===== config.mk =====
export PLATFORM = sky130hd
export DESIGN_NAME = irq_ctl
export DESIGN_NICKNAME = d
export VERILOG_FILES = /design/src/rtl/irq_ctl.sv
export SDC_FILE = /design/constraint.sdc
export NUM_CORES = 1
export LEC_CHECK = 0
export CAP_MARGIN = 25
export CORE_MARGIN = 3
export CORE_UTILIZATION = 50
export CTS_BUF_LIST = sky130_fd_sc_hd__clkbuf_4
export CTS_CLUSTER_SIZE = 8
export DETAILED_ROUTE_END_ITERATION = 16
export GPL_ROUTABILITY_DRIVEN = 1
export GPL_TIMING_DRIVEN = 0
export HOLD_SLACK_MARGIN = 0.15
export PLACE_DENSITY = 0.77
export SLEW_MARGIN = 20
export SYNTH_ARGS = -nofsm -noshare
export SYNTH_HDL_FRONTEND = slang
export SYNTH_SLANG_ARGS = --single-unit

===== constraint.sdc =====
create_clock -name clk -period 1.2 [get_ports clk]
set_clock_uncertainty 0.05 [all_clocks]
set_input_delay 0.18 -clock clk [delete_from_list [all_inputs] [get_ports clk]]
set_output_delay 0.18 -clock clk [all_outputs]
set_load 0.01 [all_outputs]

===== src/rtl/irq_ctl.sv =====
// irq_ctl: interrupt controller for the 65C02 core.
// Synchronises up to 8 peripheral lines, latches edge or level requests,
// gates them with per-source and master enables, and drives a registered irq.
// A separate NMI latch is set by a synchronised rising edge of nmi_in or by a
// software write, and is cleared by the core's nmi_ack pulse.
//
// Bus handshake: a register access is a single-cycle transfer. cs qualifies
// the cycle at the rising clk edge; WE=1 writes DI, WE=0 loads DO with the
// addressed register's pre-edge value. DO then holds until the next read.
// There is no wait state and no ready signal.
module irq_ctl #(
  parameter int NSRC = 8
) (
  input  logic            clk,
  input  logic            reset_n,
  input  logic            cs,
  input  logic [1:0]      addr,
  input  logic            WE,
  input  logic [7:0]      DI,
  output logic [7:0]      DO,
  input  logic [NSRC-1:0] src,
  input  logic            nmi_in,
  input  logic            nmi_ack,
  output logic            irq,
  output logic            nmi
);

  // Register bits at index NSRC and above are tied off.
  localparam logic [8:0] VALID9 = (9'd1 << NSRC) - 9'd1;
  localparam logic [7:0] VALID  = VALID9[7:0];

  logic [7:0] src_w;
  logic [7:0] s1, s2, s3;
  logic       n1, n2, n3;
  logic [7:0] pend, enable, mode;
  logic       master_en;
  logic       irq_q, nmi_q;

  logic       wr_en, rd_en;
  logic [7:0] w1c, src_rise, pend_nxt, hit, rd_data, ctrl_rd;
  logic [2:0] idx;
  logic       none, nmi_nxt;

  // Widen the source bus to the 8-bit register width.
  always_comb begin
    src_w = '0;
    src_w[NSRC-1:0] = src;
  end

  // Two-flop synchronisers plus a third copy for rising-edge detection.
  always_ff @(posedge clk or negedge reset_n) begin
    if (!reset_n) begin
      s1 <= '0;
      s2 <= '0;
      s3 <= '0;
      n1 <= 1'b0;
      n2 <= 1'b0;
      n3 <= 1'b0;
    end else begin
      s1 <= src_w & VALID;
      s2 <= s1;
      s3 <= s2;
      n1 <= nmi_in;
      n2 <= n1;
      n3 <= n2;
    end
  end

  // Next-state for pending bits, priority encode, NMI latch and read mux.
  always_comb begin
    wr_en    = cs & WE;
    rd_en    = cs & ~WE;
    src_rise = s2 & ~s3;
    w1c      = (wr_en && addr == 2'd0) ? DI : 8'h00;
    // Edge mode: a rise beats a same-cycle W1C. Level mode: track s2.
    pend_nxt = ((mode & ((pend & ~w1c) | src_rise)) | (~mode & s2)) & VALID;
    hit      = pend & enable;
    idx      = 3'd0;
    for (int i = 7; i >= 0; i--) begin
      if (hit[i]) idx = 3'(i);
    end
    none     = ~|hit;
    ctrl_rd  = {none, master_en, 3'b000, idx};
    nmi_nxt  = (nmi_q & ~nmi_ack) | (n2 & ~n3) |
               (wr_en && addr == 2'd3 && DI[1]);
    case (addr)
      2'd0:    rd_data = pend;
      2'd1:    rd_data = enable;
      2'd2:    rd_data = mode;
      default: rd_data = ctrl_rd;
    endcase
  end

  // Register file, irq/nmi output flops and read-data capture.
  always_ff @(posedge clk or negedge reset_n) begin
    if (!reset_n) begin
      pend      <= '0;
      enable    <= '0;
      mode      <= VALID;
      master_en <= 1'b0;
      irq_q     <= 1'b0;
      nmi_q     <= 1'b0;
      DO        <= '0;
    end else begin
      pend <= pend_nxt;
      if (wr_en) begin
        case (addr)
          2'd1:    enable    <= DI & VALID;
          2'd2:    mode      <= DI & VALID;
          2'd3:    master_en <= DI[0];
          default: ;
        endcase
      end
      irq_q <= master_en & (|hit);
      nmi_q <= nmi_nxt;
      if (rd_en) DO <= rd_data;
    end
  end

  assign irq = irq_q;
  assign nmi = nmi_q;

endmodule


# Word level (Yosys, flattened, before mapping)
# Cells that the tools add are included.
# Widths: inputs -> output; s select.
classes:
  eq_ne: 3
  n_mux: 10
  bitwise: 20
  reduce_logical: 9
op_table:
  columns: ["operator", "n"]
  rows:
  - ["$and 8x8->8", 5]
  - ["$mux 3", 8]
  - ["$not 8->8", 3]
  - ["$pmux 8 s3", 1]
  - ["$or 8x8->8", 2]
  - ["$mux 8", 1]
  - ["$reduce_or 8->1", 1]
  - ["$reduce_and 2->1", 3]
  - ["$and 1x1->1", 5]
  - ["$eq 2x2->1 const B", 2]
  - ["$logic_and 1x1->1", 3]
  - ["$not 1->1", 3]
  - ["$eq 2x1->1 const B", 1]
  - ["$logic_not 2->1", 1]
  - ["$or 1x1->1", 2]
  - ["$logic_not 1->1", 1]
word_totals:
  ff_bits: 62
  in_bits: 24
  out_inout_bits: 10
  word_cells: 55

# Depth between registers and ports, before layout
logic_depth:
  word_depth: 10
  ltp_mapped: 5
  mapped_depth_nobuf: 4

# Worst setup path before layout
# No wires, ideal clock.
synth_timing:
  path_type: "reg2reg"
  from: "register enable[7]"
  to: "register DO[7]"
  setup_time_ns: 0.082
  arrival_time_ns: 1.028
  t_required_ns: 1.068
  setup_slack_ns: 0.040
  path_stages_with_launch: 5
  n_path_buf: 0
  period_less_slack_ns: 1.160
  path_cell_list: "dfrtp_1 a22oi_1 nand4_1 nand2b_1 a31oi_1"
synth_via:
  elab_chain_len: 4
synth_rtl:
  columns: ["item", "line_no", "source"]
  rows:
  - ["from (decl)", "35", "logic [7:0] pend, enable, mode;"]
  - ["from (signal assigned)", "108", "2'd1: enable <= DI & VALID;"]
  - ["$and 8x8->8", "77", "hit = pend & enable;"]
  - ["$reduce_or 8->1", "82", "none = ~|hit;"]
  - ["$logic_not 1->1", "82", null]
  - ["$pmux 8 s3 (*)", "86", "case (addr)"]
  - ["to (signal assigned)", "116", "if (rd_en) DO <= rd_data;"]
  - ["to (decl)", "20", "output logic [7:0] DO,"]
# Every way passes the cells marked *; elsewhere a longest branch is shown, timed or not.
# A chain may end at the register's enable or synchronous reset.

# Worst setup path after layout
layout_timing:
  from: "register pend[1]"
  to: "register DO[2]"
layout_via:
  elab_chain_len: 4
layout_rtl:
  columns: ["item", "line_no", "source"]
  rows:
  - ["from (decl)", "35", null]
  - ["from (signal assigned)", "105", "pend <= pend_nxt;"]
  - ["$and 8x8->8", "77", null]
  - ["$mux 3 (2 in series)", "80", "if (hit[i]) idx = 3'(i);"]
  - ["$pmux 8 s3", "86", null]
# No other way between the ends.

==> results.cfg <==
[setup_path]
cp.arrival_ns = 1.55
required_ns = 1.47
crit_fanout = 4
cp-start-kind = flop
path_class = flop to flop
end_kind = flop

[synthesis]
synth_nets = 206
synth_simple_gate_area_share_pct = 11.8
synth_fa_ha_area_share_pct = 0
synth_top_cell_by_area = dfrtp_1
synth_ff_type = dfrtp_1
yosysWarnings = 0
synth-compound-area-share_pct = 10.1
synth_edf_count = 0
yosys-mux-area-fraction_pct = 11.6
syn_avg_cell_area_sq_um = 13.2
ys_ff_latch = 62
yosysSeqAreaShare_pct = 65.0
synthCells = 182
netlist_top_cells_area = dfrtp_1 56%, dfstp_2 8.8%, mux2_2 8.0%, nand2_1 4.8%, a32o_1 3.8%
synth.cell_area_sq_um = 2400
synth-xor-area-share_pct = 0
synthArstFlopShare_pct = 100
synth_top_family_by_area = simple AND/OR/NAND/NOR gates
synth_top_area_share_pct = 56.3
synth_cell_types = 30

[global_routing]
grt_usage_pct = 18.4
antenna_found_initial = 0
grt_first_pass_wirelength_mm = 7.56
grt_pass1_vias = 1652
grt_overflow_total = 0
grt_max_degree = 42

[final_layout]
final_nets = 278
final_common_cell = dfrtp_1
final_cell_mix = 54 x dfrtp_1, 28 x nand2_1, 20 x buf_4
fin_util_pct = 69.5
post_route_cells_drive_above_1_share_pct = 32.0
diodes = 0
area_growth_pct = 30.4
stdcell_count = 311

[place]
place_ws_ns = -0.674
hpwlAfterDp_mm = 2.97
placed_cells = 268
gp_congestion = 0.868
port_buffers = 33

[timing]
max_freq_mhz = 784
fin_crit_sh_pct = 106
rsz0062_at_grt = true
final.setup.tns_ns = -0.163
finalCriticalPeriod_ns = 1.28
setup_viol = 5
setup_ws_ns = -0.0754
worst_pin_slew_ns = 0.513
slew_headroom_pct = 65.7
slew_violations = 0
finalHoldViolCount = 0

[cts]
cts_tree = yes
clkSinkCount = 62
cts_made_buffers = 9
cts_buffer_depth = 2
cts.htree.levels = 3
insertion_delay_ns = 0.40
clk_pin_slew_worst_paths_ns = 0.10
clockRootBuffer = clkbuf_4

[die]
rows = 24
die_w_microns = 75.3
initial_utilization_pct = 53.3
die_area_sq_um = 5670
core_sq_um = 4500
ios = 34
die_y_microns = 75.3

[outcome]
status = complete, but fails checks
violations = negative setup slack

[detailed_routing]
wl_per_cell_microns = 15.0
via_per_inst = 5.39
drt_wl_total_mm = 4.66
drc = 0
drt_iter0_markers = 123
vias = 1676
ant_nets = 0
drt_pass1_iterations = 4

[worst_hold_path]
hold_class = input port to async pin

[power_and_ir_drop]
leakage_nw = 1.40
p_per_area_nw_per_um2 = 1620
peakVddDrop_uv = 932

[job]
maxCapViolCount = 0
-- layout make-up --
class                   instances  area, sq um
clock buffers                  10         75.1
plain buffers                   3         30.0
multi-input cells             115          822
flip-flops and latches         62         1560
repair buffers                 61          518
inverters                       2         7.51
fillers                       332         1370
well taps                      52         65.1
clock inverters                 6         52.6
-- routing by layer --
layer	up-vias	track usage, %	routed length (microns)
li1	807	-	-
met1	811	24.2	2200
met2	46	26.9	2090
met3	12	4.49	211
met4	0	12.6	160
met5	-	0	0
-- sequential cells by signal, indices dropped and copies added (netlist names) --
register	count
DO	8
enable	8
irq	1
master_en	1
mode	8
n1	1
n2	1
n3	1
nmi	1
pend	8
s1	8
s2	8
s3	8
-- final timing paths --
check | start | to | cells past startpoint | slack [ns]
max in group asynchronous | reset_n | mode[6] | 3 | 0.40
min in group clk | src[0] | s1[0] | 1 | 0.17
worst min-delay path | reset_n | s3[1] | 2 | 0.14
worst min register to register | s1[0] | s2[0] | 0 | 0.30
worst max register to register | pend[1] | DO[2] | 4 | -0.08
worst max-delay path | pend[1] | DO[2] | 4 | -0.08
-- repair_timing --
item | CTS | global route
hold endpoints to repair | 70 | 0
pin swaps | 4 | 7
hold buffers | 9 | 0
resized for setup | 51 | 3
endpoints found under the setup margin | 44 | 9
buffers inserted | 14 | 4
-- kinds of logic after synthesis --
family / after synthesis
muxes: 24
and+or+nand+nor: 58
buffers and inverters: 5
AOI/OAI and AO/OA: 33
DFF: 62
-- per-stage QoR --
step                hold WS [ns]  area (sq um)  total power [mW]
global route               0.150          3130              5.33
global placement           0.282          2800              3.53
floorplan                 -0.166          2400              3.15
detailed placement        0.0345          2820              3.58
finish                     0.143          3130              5.06
CTS                        0.131          3100              5.03
-- power breakdown --
group	total (mW)	switching [mW]	internal (mW)
logic	1.05	0.440	0.606
registers	2.67	0.241	2.43
clock network	1.35	0.713	0.635
-- cells in the mapped netlist, types with 2 or more instances --
| cell | count |
|---|---|
| dfrtp_1 | 54 |
| dfstp_2 | 8 |
| nor2_1 | 12 |
| a22o_1 | 2 |
| mux2i_1 | 6 |
| a32o_1 | 9 |
| a21oi_1 | 8 |
| mux2_2 | 17 |
| nand3_1 | 3 |
| nand2b_1 | 2 |
| inv_1 | 2 |
| o21ai_0 | 4 |
| a31oi_1 | 3 |
| nand2_1 | 31 |
| nand4_1 | 2 |
| a22oi_1 | 2 |
| nor2b_1 | 3 |
| buf_6 | 2 |
-- critical path, cell delays in order (launching register included) --
cell     delay, ns
dfrtp_1       0.44
a22o_1        0.27
nor2_2        0.17
nand3_1       0.09
a31oi_1       0.18
No activity file was read; power rests on OpenSTA's default activity.
